File: src/rtl/mips_ctrl_pkg.sv
// Shared types and encodings for the multicycle MIPS control unit.
// Optional feature macro: MC_CTRL_ADDI_EN (adds the addi execute/write-back states).
package mips_ctrl_pkg;

    localparam int unsigned OPCODE_W = 6;

    typedef enum logic [3:0] {
        S_IDLE,
        S_FETCH,
        S_DECODE,
        S_MEM_ADDR,
        S_MEM_READ,
        S_MEM_WB,
        S_MEM_WRITE,
        S_EXECUTE,
        S_ALU_WB,
        S_BRANCH,
`ifdef MC_CTRL_ADDI_EN
        S_ADDI_EXEC,
        S_ADDI_WB,
`endif
        S_JUMP
    } state_t;

    localparam logic [OPCODE_W-1:0] OP_RTYPE = 6'h00;
    localparam logic [OPCODE_W-1:0] OP_LW    = 6'h23;
    localparam logic [OPCODE_W-1:0] OP_SW    = 6'h2B;
    localparam logic [OPCODE_W-1:0] OP_BEQ   = 6'h04;
    localparam logic [OPCODE_W-1:0] OP_J     = 6'h02;
    localparam logic [OPCODE_W-1:0] OP_ADDI  = 6'h08;

    localparam logic [1:0] ALU_ADD   = 2'b00;
    localparam logic [1:0] ALU_SUB   = 2'b01;
    localparam logic [1:0] ALU_FUNCT = 2'b10;

    localparam logic [1:0] SRCB_B       = 2'b00;
    localparam logic [1:0] SRCB_FOUR    = 2'b01;
    localparam logic [1:0] SRCB_IMM     = 2'b10;
    localparam logic [1:0] SRCB_IMM_SH2 = 2'b11;

    localparam logic [1:0] PCSRC_ALU    = 2'b00;
    localparam logic [1:0] PCSRC_ALUOUT = 2'b01;
    localparam logic [1:0] PCSRC_JUMP   = 2'b10;

    typedef struct packed {
        logic       pc_write;
        logic       branch;
        logic       iord;
        logic       mem_write;
        logic       ir_write;
        logic       reg_dst;
        logic       mem_to_reg;
        logic       rw;
        logic       alu_src_a;
        logic [1:0] alu_src_b;
        logic [1:0] alu_op;
        logic [1:0] pc_src;
    } ctrl_word_t;

endpackage

File: src/rtl/mc_ctrl_decode.sv
// Combinational state -> control word decode (Moore outputs).
// Optional feature macro: MC_CTRL_ADDI_EN.
module mc_ctrl_decode
    import mips_ctrl_pkg::*;
(
    input  state_t     state,
    output ctrl_word_t ctrl
);

    // One control word per state; anything not set stays 0
    always_comb begin
        ctrl = '0;
        case (state)
            S_FETCH: begin
                ctrl.ir_write  = 1'b1;
                ctrl.pc_write  = 1'b1;
                ctrl.alu_src_b = SRCB_FOUR;
            end
            S_DECODE: begin
                ctrl.alu_src_b = SRCB_IMM_SH2;
            end
`ifdef MC_CTRL_ADDI_EN
            S_ADDI_EXEC,
`endif
            S_MEM_ADDR: begin
                ctrl.alu_src_a = 1'b1;
                ctrl.alu_src_b = SRCB_IMM;
            end
            S_MEM_READ: begin
                ctrl.iord = 1'b1;
            end
            S_MEM_WB: begin
                ctrl.rw         = 1'b1;
                ctrl.mem_to_reg = 1'b1;
            end
            S_MEM_WRITE: begin
                ctrl.iord      = 1'b1;
                ctrl.mem_write = 1'b1;
            end
            S_EXECUTE: begin
                ctrl.alu_src_a = 1'b1;
                ctrl.alu_op    = ALU_FUNCT;
            end
            S_ALU_WB: begin
                ctrl.rw      = 1'b1;
                ctrl.reg_dst = 1'b1;
            end
`ifdef MC_CTRL_ADDI_EN
            S_ADDI_WB: begin
                ctrl.rw = 1'b1;
            end
`endif
            S_BRANCH: begin
                ctrl.alu_src_a = 1'b1;
                ctrl.alu_op    = ALU_SUB;
                ctrl.pc_src    = PCSRC_ALUOUT;
                ctrl.branch    = 1'b1;
            end
            S_JUMP: begin
                ctrl.pc_src   = PCSRC_JUMP;
                ctrl.pc_write = 1'b1;
            end
            default: ctrl = '0;
        endcase
    end

endmodule

File: src/rtl/multicycle_control_unit.sv
// Multicycle MIPS control FSM: state register, sequencing, illegal flag and retire counter.
// Optional feature macro: MC_CTRL_ADDI_EN (opcode 0x08 executes as addi; otherwise illegal).
module multicycle_control_unit
    import mips_ctrl_pkg::*;
#(
    parameter int unsigned CNT_W = 32
) (
    input  logic             clk,
    input  logic             rst,
    input  logic [5:0]       opcode,
    input  logic             zero,
    output logic             pc_write,
    output logic             branch,
    output logic             iord,
    output logic             mem_write,
    output logic             ir_write,
    output logic             reg_dst,
    output logic             mem_to_reg,
    output logic             rw,
    output logic             alu_src_a,
    output logic [1:0]       alu_src_b,
    output logic [1:0]       alu_op,
    output logic [1:0]       pc_src,
    output logic             illegal,
    output logic [CNT_W-1:0] instr_cnt
);

    state_t     state;
    ctrl_word_t ctrl;

    // The branch decision (branch & zero) is made in the datapath
    logic unused_zero;
    assign unused_zero = zero;

    // State sequencing, one-cycle illegal pulse and retired-instruction count
    always_ff @(posedge clk or negedge rst) begin
        if (!rst) begin
            state     <= S_IDLE;
            illegal   <= 1'b0;
            instr_cnt <= '0;
        end else begin
            illegal <= 1'b0;
            case (state)
                S_IDLE:   state <= S_FETCH;
                S_FETCH:  state <= S_DECODE;
                S_DECODE: begin
                    case (opcode)
                        OP_LW, OP_SW: state <= S_MEM_ADDR;
                        OP_RTYPE:     state <= S_EXECUTE;
                        OP_BEQ:       state <= S_BRANCH;
                        OP_J:         state <= S_JUMP;
`ifdef MC_CTRL_ADDI_EN
                        OP_ADDI:      state <= S_ADDI_EXEC;
`endif
                        default: begin
                            state   <= S_FETCH;
                            illegal <= 1'b1;
                        end
                    endcase
                end
                S_MEM_ADDR:  state <= (opcode == OP_SW) ? S_MEM_WRITE : S_MEM_READ;
                S_MEM_READ:  state <= S_MEM_WB;
                S_EXECUTE:   state <= S_ALU_WB;
`ifdef MC_CTRL_ADDI_EN
                S_ADDI_EXEC: state <= S_ADDI_WB;
                S_ADDI_WB,
`endif
                S_MEM_WB,
                S_MEM_WRITE,
                S_ALU_WB,
                S_BRANCH,
                S_JUMP: begin
                    state     <= S_FETCH;
                    instr_cnt <= instr_cnt + CNT_W'(1);
                end
                default: state <= S_IDLE;
            endcase
        end
    end

    mc_ctrl_decode u_decode (
        .state (state),
        .ctrl  (ctrl)
    );

    assign pc_write   = ctrl.pc_write;
    assign branch     = ctrl.branch;
    assign iord       = ctrl.iord;
    assign mem_write  = ctrl.mem_write;
    assign ir_write   = ctrl.ir_write;
    assign reg_dst    = ctrl.reg_dst;
    assign mem_to_reg = ctrl.mem_to_reg;
    assign rw         = ctrl.rw;
    assign alu_src_a  = ctrl.alu_src_a;
    assign alu_src_b  = ctrl.alu_src_b;
    assign alu_op     = ctrl.alu_op;
    assign pc_src     = ctrl.pc_src;

endmodule

File: config.mk
export PLATFORM = sky130hd
export DESIGN_NAME = multicycle_control_unit
export DESIGN_NICKNAME = d
export VERILOG_FILES = /design/src/rtl/mips_ctrl_pkg.sv /design/src/rtl/mc_ctrl_decode.sv /design/src/rtl/multicycle_control_unit.sv
export SDC_FILE = /design/constraint.sdc
export NUM_CORES = 1
export LEC_CHECK = 0
export CAP_MARGIN = 5
export CORE_MARGIN = 1
export CORE_UTILIZATION = 43
export CTS_CLUSTER_SIZE = 28
export DETAILED_ROUTE_END_ITERATION = 7
export MAX_ROUTING_LAYER = met4
export PLACE_DENSITY_LB_ADDON = 0.15
export SETUP_SLACK_MARGIN = 0.5
export SLEW_MARGIN = 25
export SYNTH_ARGS = -nofsm -noshare
export SYNTH_HDL_FRONTEND = slang
export SYNTH_SLANG_ARGS = --single-unit
File: constraint.sdc
create_clock -name clk -period 1.75 [get_ports clk]
set_input_delay 0.175 -clock clk [delete_from_list [all_inputs] [get_ports clk]]
set_output_delay 0.175 -clock clk [all_outputs]
set_load 0.05 [all_outputs]
==> flow_summary.html <==
<table>
<tr><th>Metric</th><th>Value</th></tr>
<tr><th colspan="2">Yosys</th></tr>
<tr><td>Yosys cell types</td><td>a little over 40</td></tr>
<tr><td>Net count after synthesis</td><td>202</td></tr>
<tr><td>Syn Inst Count</td><td>roughly 190</td></tr>
<tr><td>Fraction of synthesized cell area taken by the top area cell type</td><td>47.3%</td></tr>
<tr><td>Avg Inst Size Synth</td><td>10.2 um2</td></tr>
<tr><td>Count of flip-flops with a built-in enable after synthesis</td><td>0</td></tr>
<tr><td>Synth area leader</td><td>dfrtp_1</td></tr>
<tr><td>Register area share after synthesis</td><td>a little under half</td></tr>
<tr><td>Cell types with the largest area share after synthesis</td><td>dfrtp_1 47%, xnor2_1 9.4%, xor2_1 4.9%</td></tr>
<tr><td>Number of flip-flops and latches in the synthesized netlist</td><td>37</td></tr>
<tr><td>Most frequently used flop master after synthesis</td><td>dfrtp_1</td></tr>
<tr><td>Async SR Flop Fraction</td><td>100%</td></tr>
<tr><td>Combined area of all synthesized cells</td><td>slightly below 2000 um2</td></tr>
<tr><td>Count of synthesis-stage warnings from yosys</td><td>0</td></tr>
<tr><th colspan="2">STA</th></tr>
<tr><td>Headroom to the max-slew limit</td><td>67.7%</td></tr>
<tr><td>Unrepaired setup endpoints after global routing</td><td>true</td></tr>
<tr><td>Period minus WS final</td><td>1.67 ns</td></tr>
<tr><td>Slew at the pin with the worst max-slew slack</td><td>0.483 ns</td></tr>
<tr><td>Crit path setup slack, layout</td><td>0.0778 ns</td></tr>
<tr><td>Achievable Freq</td><td>about 600 MHz</td></tr>
<tr><td>Final setup vio count</td><td>0</td></tr>
<tr><td>Final Hold Vio Count</td><td>0</td></tr>
<tr><td>Sum of negative setup slack</td><td>0 ns</td></tr>
<tr><td>Layout Skew</td><td>0.00841 ns</td></tr>
<tr><td>Max-slew violation total from the final report</td><td>0</td></tr>
<tr><td>Period utilization</td><td>95.6%</td></tr>
<tr><th colspan="2">Layout</th></tr>
<tr><td>Final core utilization</td><td>84.3%</td></tr>
<tr><td>Share of post-route cells with drive strength above 1</td><td>66.3%</td></tr>
<tr><td>Footprint of the multi-input gates</td><td>1460 um2</td></tr>
<tr><td>Non-filler cells in the finished layout</td><td>about 350</td></tr>
<tr><td>Commonest non-fill, non-tap cell in the layout</td><td>buf_4</td></tr>
<tr><td>Layout filler cell count</td><td>~230</td></tr>
<tr><td>Commonest cells after routing, fill and taps aside</td><td>41 x buf_4, 27 x buf_6, 26 x dfrtp_2</td></tr>
<tr><td>Cell area after layout</td><td>3670 um2</td></tr>
<tr><td>Area overhead of the layout relative to synthesis</td><td>87.2%</td></tr>
<tr><td>Sequential cell area</td><td>around 960 um2</td></tr>
<tr><td>Final-stage net count</td><td>309</td></tr>
<tr><td>ANT cells</td><td>0</td></tr>
<tr><th colspan="2">Detailed routing</th></tr>
<tr><td>DR vias</td><td>1996</td></tr>
<tr><td>Detail-routed via count per cell</td><td>5.67</td></tr>
<tr><td>Drt pass-1 iters</td><td>4</td></tr>
<tr><td>Detail Route Antenna Nets</td><td>0</td></tr>
<tr><td>Post-Route WL</td><td>between 6 and 7 mm</td></tr>
<tr><td>DRC marker count from the first detailed-route iteration</td><td>185</td></tr>
<tr><td>Wire length per cell after detailed routing</td><td>around 19 um</td></tr>
<tr><td>DRC violation count after routing</td><td>0</td></tr>
<tr><th colspan="2">Place</th></tr>
<tr><td>Post-placement setup slack</td><td>-0.0124 ns</td></tr>
<tr><td>Area after DPL</td><td>3060 um2</td></tr>
<tr><td>Routability cong.</td><td>0.756</td></tr>
<tr><td>IO buf count</td><td>between 50 and 60</td></tr>
<tr><td>Final HPWL DP</td><td>3.40 mm</td></tr>
<tr><td>Number of cells in the design after placement</td><td>306</td></tr>
<tr><th colspan="2">Worst setup path</th></tr>
<tr><td>Classification of the worst setup path</td><td>reg -&gt; reg</td></tr>
<tr><td>Data required time of the critical path</td><td>1.96 ns</td></tr>
<tr><td>Delay of the slowest cell on the worst path</td><td>0.55 ns</td></tr>
<tr><td>Slowest CP cell</td><td>or4_4</td></tr>
<tr><td>Worst path cell trace</td><td>nand4_1 -&gt; or4_4 -&gt; buf_8 -&gt; nor4_4 -&gt; xor2_1</td></tr>
<tr><td>Type of element launching the critical path</td><td>register</td></tr>
<tr><td>FF-to-FF End</td><td>instr_cnt[25]</td></tr>
<tr><td>Endpoint class of the critical path</td><td>register</td></tr>
<tr><td>CP arrival</td><td>~1.9 ns</td></tr>
<tr><td>Critical path depth in cells</td><td>5</td></tr>
<tr><td>CP bufs+invs</td><td>1</td></tr>
<tr><td>Cells on worst reg2reg path</td><td>5</td></tr>
<tr><td>Setup slack of the most critical reg-to-reg path</td><td>0.08 ns</td></tr>
<tr><td>Worst-path maximum fanout</td><td>6</td></tr>
<tr><td>Cell family contributing the most delay on the critical path</td><td>simple AND/OR/NAND/NOR gates</td></tr>
<tr><td>Launch point of the worst reg-to-reg path</td><td>instr_cnt[10]</td></tr>
<tr><th colspan="2">Pwr</th></tr>
<tr><td>Part of the power in combinational logic</td><td>62.2%</td></tr>
<tr><td>Fraction of power consumed by sequential logic</td><td>24.5%</td></tr>
<tr><td>Internal power of the cells</td><td>roughly 2.5 mW</td></tr>
<tr><td>Max IR drop VDD</td><td>1.18 mV</td></tr>
<tr><td>Net switching fraction of the power</td><td>43.8%</td></tr>
<tr><td>Power density over the cells</td><td>around 1200 nW/um2</td></tr>
<tr><td>Net switching power</td><td>1.97 mW</td></tr>
<tr><td>Power share of the clock group</td><td>between 10% and 20%</td></tr>
<tr><td>Static leakage</td><td>around 1.7 nW</td></tr>
<tr><th colspan="2">Die</th></tr>
<tr><td>Height of the chip</td><td>slightly below 70 um</td></tr>
<tr><td>Area of the die</td><td>4830 um2</td></tr>
<tr><td>Num rows</td><td>24</td></tr>
<tr><td>Area of the core region</td><td>4350 um2</td></tr>
<tr><td>I/O pins</td><td>57</td></tr>
<tr><td>Initial Utilization</td><td>45.0%</td></tr>
<tr><td>Die Wd</td><td>69.5 um</td></tr>
<tr><th colspan="2">Clock tree</th></tr>
<tr><td>Total clock sinks</td><td>37</td></tr>
<tr><td>Clock transition at the register clock pins on the worst setup and hold paths after CTS</td><td>0.08 ns</td></tr>
<tr><td>Maximum root-to-sink buffer count</td><td>2</td></tr>
<tr><td>H-tree depth</td><td>2</td></tr>
<tr><td>Insertion delay of the later-clocked pin in the worst-skew pair</td><td>0.29 ns</td></tr>
<tr><td>TritonCTS buffer count</td><td>5</td></tr>
<tr><td>TritonCTS clock tree</td><td>yes</td></tr>
<tr><td>Clock root cell</td><td>clkbuf_8</td></tr>
<tr><th colspan="2">Run status</th></tr>
<tr><td>Result of the run</td><td>finished clean</td></tr>
<tr><th colspan="2">Job</th></tr>
<tr><td>Number of maximum-capacitance constraint violations</td><td>0</td></tr>
<tr><th colspan="2">Global route</th></tr>
<tr><td>Met1 usage in global routing</td><td>30.9%</td></tr>
<tr><td>Grt peak-use layer</td><td>met2</td></tr>
<tr><td>Maximum number of pins on one net before global-route repair</td><td>38</td></tr>
<tr><td>Met3 Resource Use GR</td><td>around 5%</td></tr>
<tr><td>Global route overflow</td><td>0</td></tr>
<tr><td>Tot GR Track Use</td><td>25.0%</td></tr>
<tr><td>Antenna violations before repair</td><td>0</td></tr>
<tr><td>Wire length of the first global-routing pass</td><td>9.37 mm</td></tr>
<tr><td>Global Route met2 Usage</td><td>between 40% and 50%</td></tr>
<tr><td>Number of global-route vias before repair</td><td>1920</td></tr>
<tr><th colspan="2">Min path</th></tr>
<tr><td>Worst Hold Class</td><td>in -&gt; async</td></tr>
</table>
[flip-flops by register name (all words and copies together) (netlist names)]
| register | flops |
|---|---|
| illegal | 1 |
| instr_cnt | 32 |
| state | 4 |
[power by group through the flow]
stage	registers [mW]	logic, mW	clock network, mW
2_1_floorplan	1.30	1.16	0
3_3_place_gp	1.13	1.98	0
3_5_place_dp	1.14	2.01	0
4_1_cts	1.07	2.38	0.606
5_1_grt	1.12	2.90	0.639
6_report	1.11	2.80	0.598
[worst register-to-register path, cell delays in order (launching register included)]
cell	delay (ns)
dfrtp_2	0.40
nand4_1	0.13
or4_4	0.55
buf_8	0.17
nor4_4	0.16
xor2_1	0.18
[per-layer routing]
layer,routed length [um],vias up
li1,-,912
met1,2900,1011
met2,3500,55
met3,226,18
met4,159,0
met5,0,-
[cell families (layout without fill, tap and decap cells)]
family,after synthesis,in the layout,share of synthesized area [%]
flops,37,37,47.3
simple gates,91,91,26.8
xor+xnor,32,32,14.3
mux,2,2,1.09
buf+inv,11,119,2.55
compound gates,18,18,7.41
fa+ha+maj,1,1,0.638
[final cells by class]
class                   instances  area share (%)
repair buffers                110            29.8
clock buffers                   7            2.08
inverters                       1           0.307
flip-flops and latches         37            26.1
multi-input cells             144            39.7
well taps                      52            1.77
clock inverters                 1           0.136
[timing repair]
action | 4_1_cts | 5_1_grt
buffers inserted | 25 | 13
hold buffers | 0 | 0
pin swaps | 26 | 43
endpoints found under the setup margin | 71 | 64
gates resized for setup | 113 | 66
[how the worst max path moves through the flow]
stage                     to          start
2_1_floorplan  instr_cnt[23]  instr_cnt[11]
3_3_place_gp        state[1]      opcode[0]
3_5_place_dp        state[1]      opcode[0]
4_1_cts                   rw       state[2]
5_1_grt        instr_cnt[25]   instr_cnt[6]
6_report       instr_cnt[25]  instr_cnt[10]
[Yosys cell counts, drive strengths merged, types with 6 or more instances]
cell / number
dfrtp: 37
nand3: 7
and2: 8
and3: 10
xor2: 11
nor2: 11
and4: 6
nor4: 6
nand2: 11
nand4: 15
clkbuf: 7
xnor2: 21
[per-stage QoR]
| step | hold WS, ns | power [mW] |
|---|---|---|
| after floorplan | -0.121 | 2.46 |
| after detailed placement | 0.464 | 3.14 |
| after CTS | 0.302 | 4.06 |
| after global placement | 0.458 | 3.11 |
| after global routing | 0.354 | 4.65 |
| final | 0.319 | 4.51 |
(Power assumes the default switching activity.)
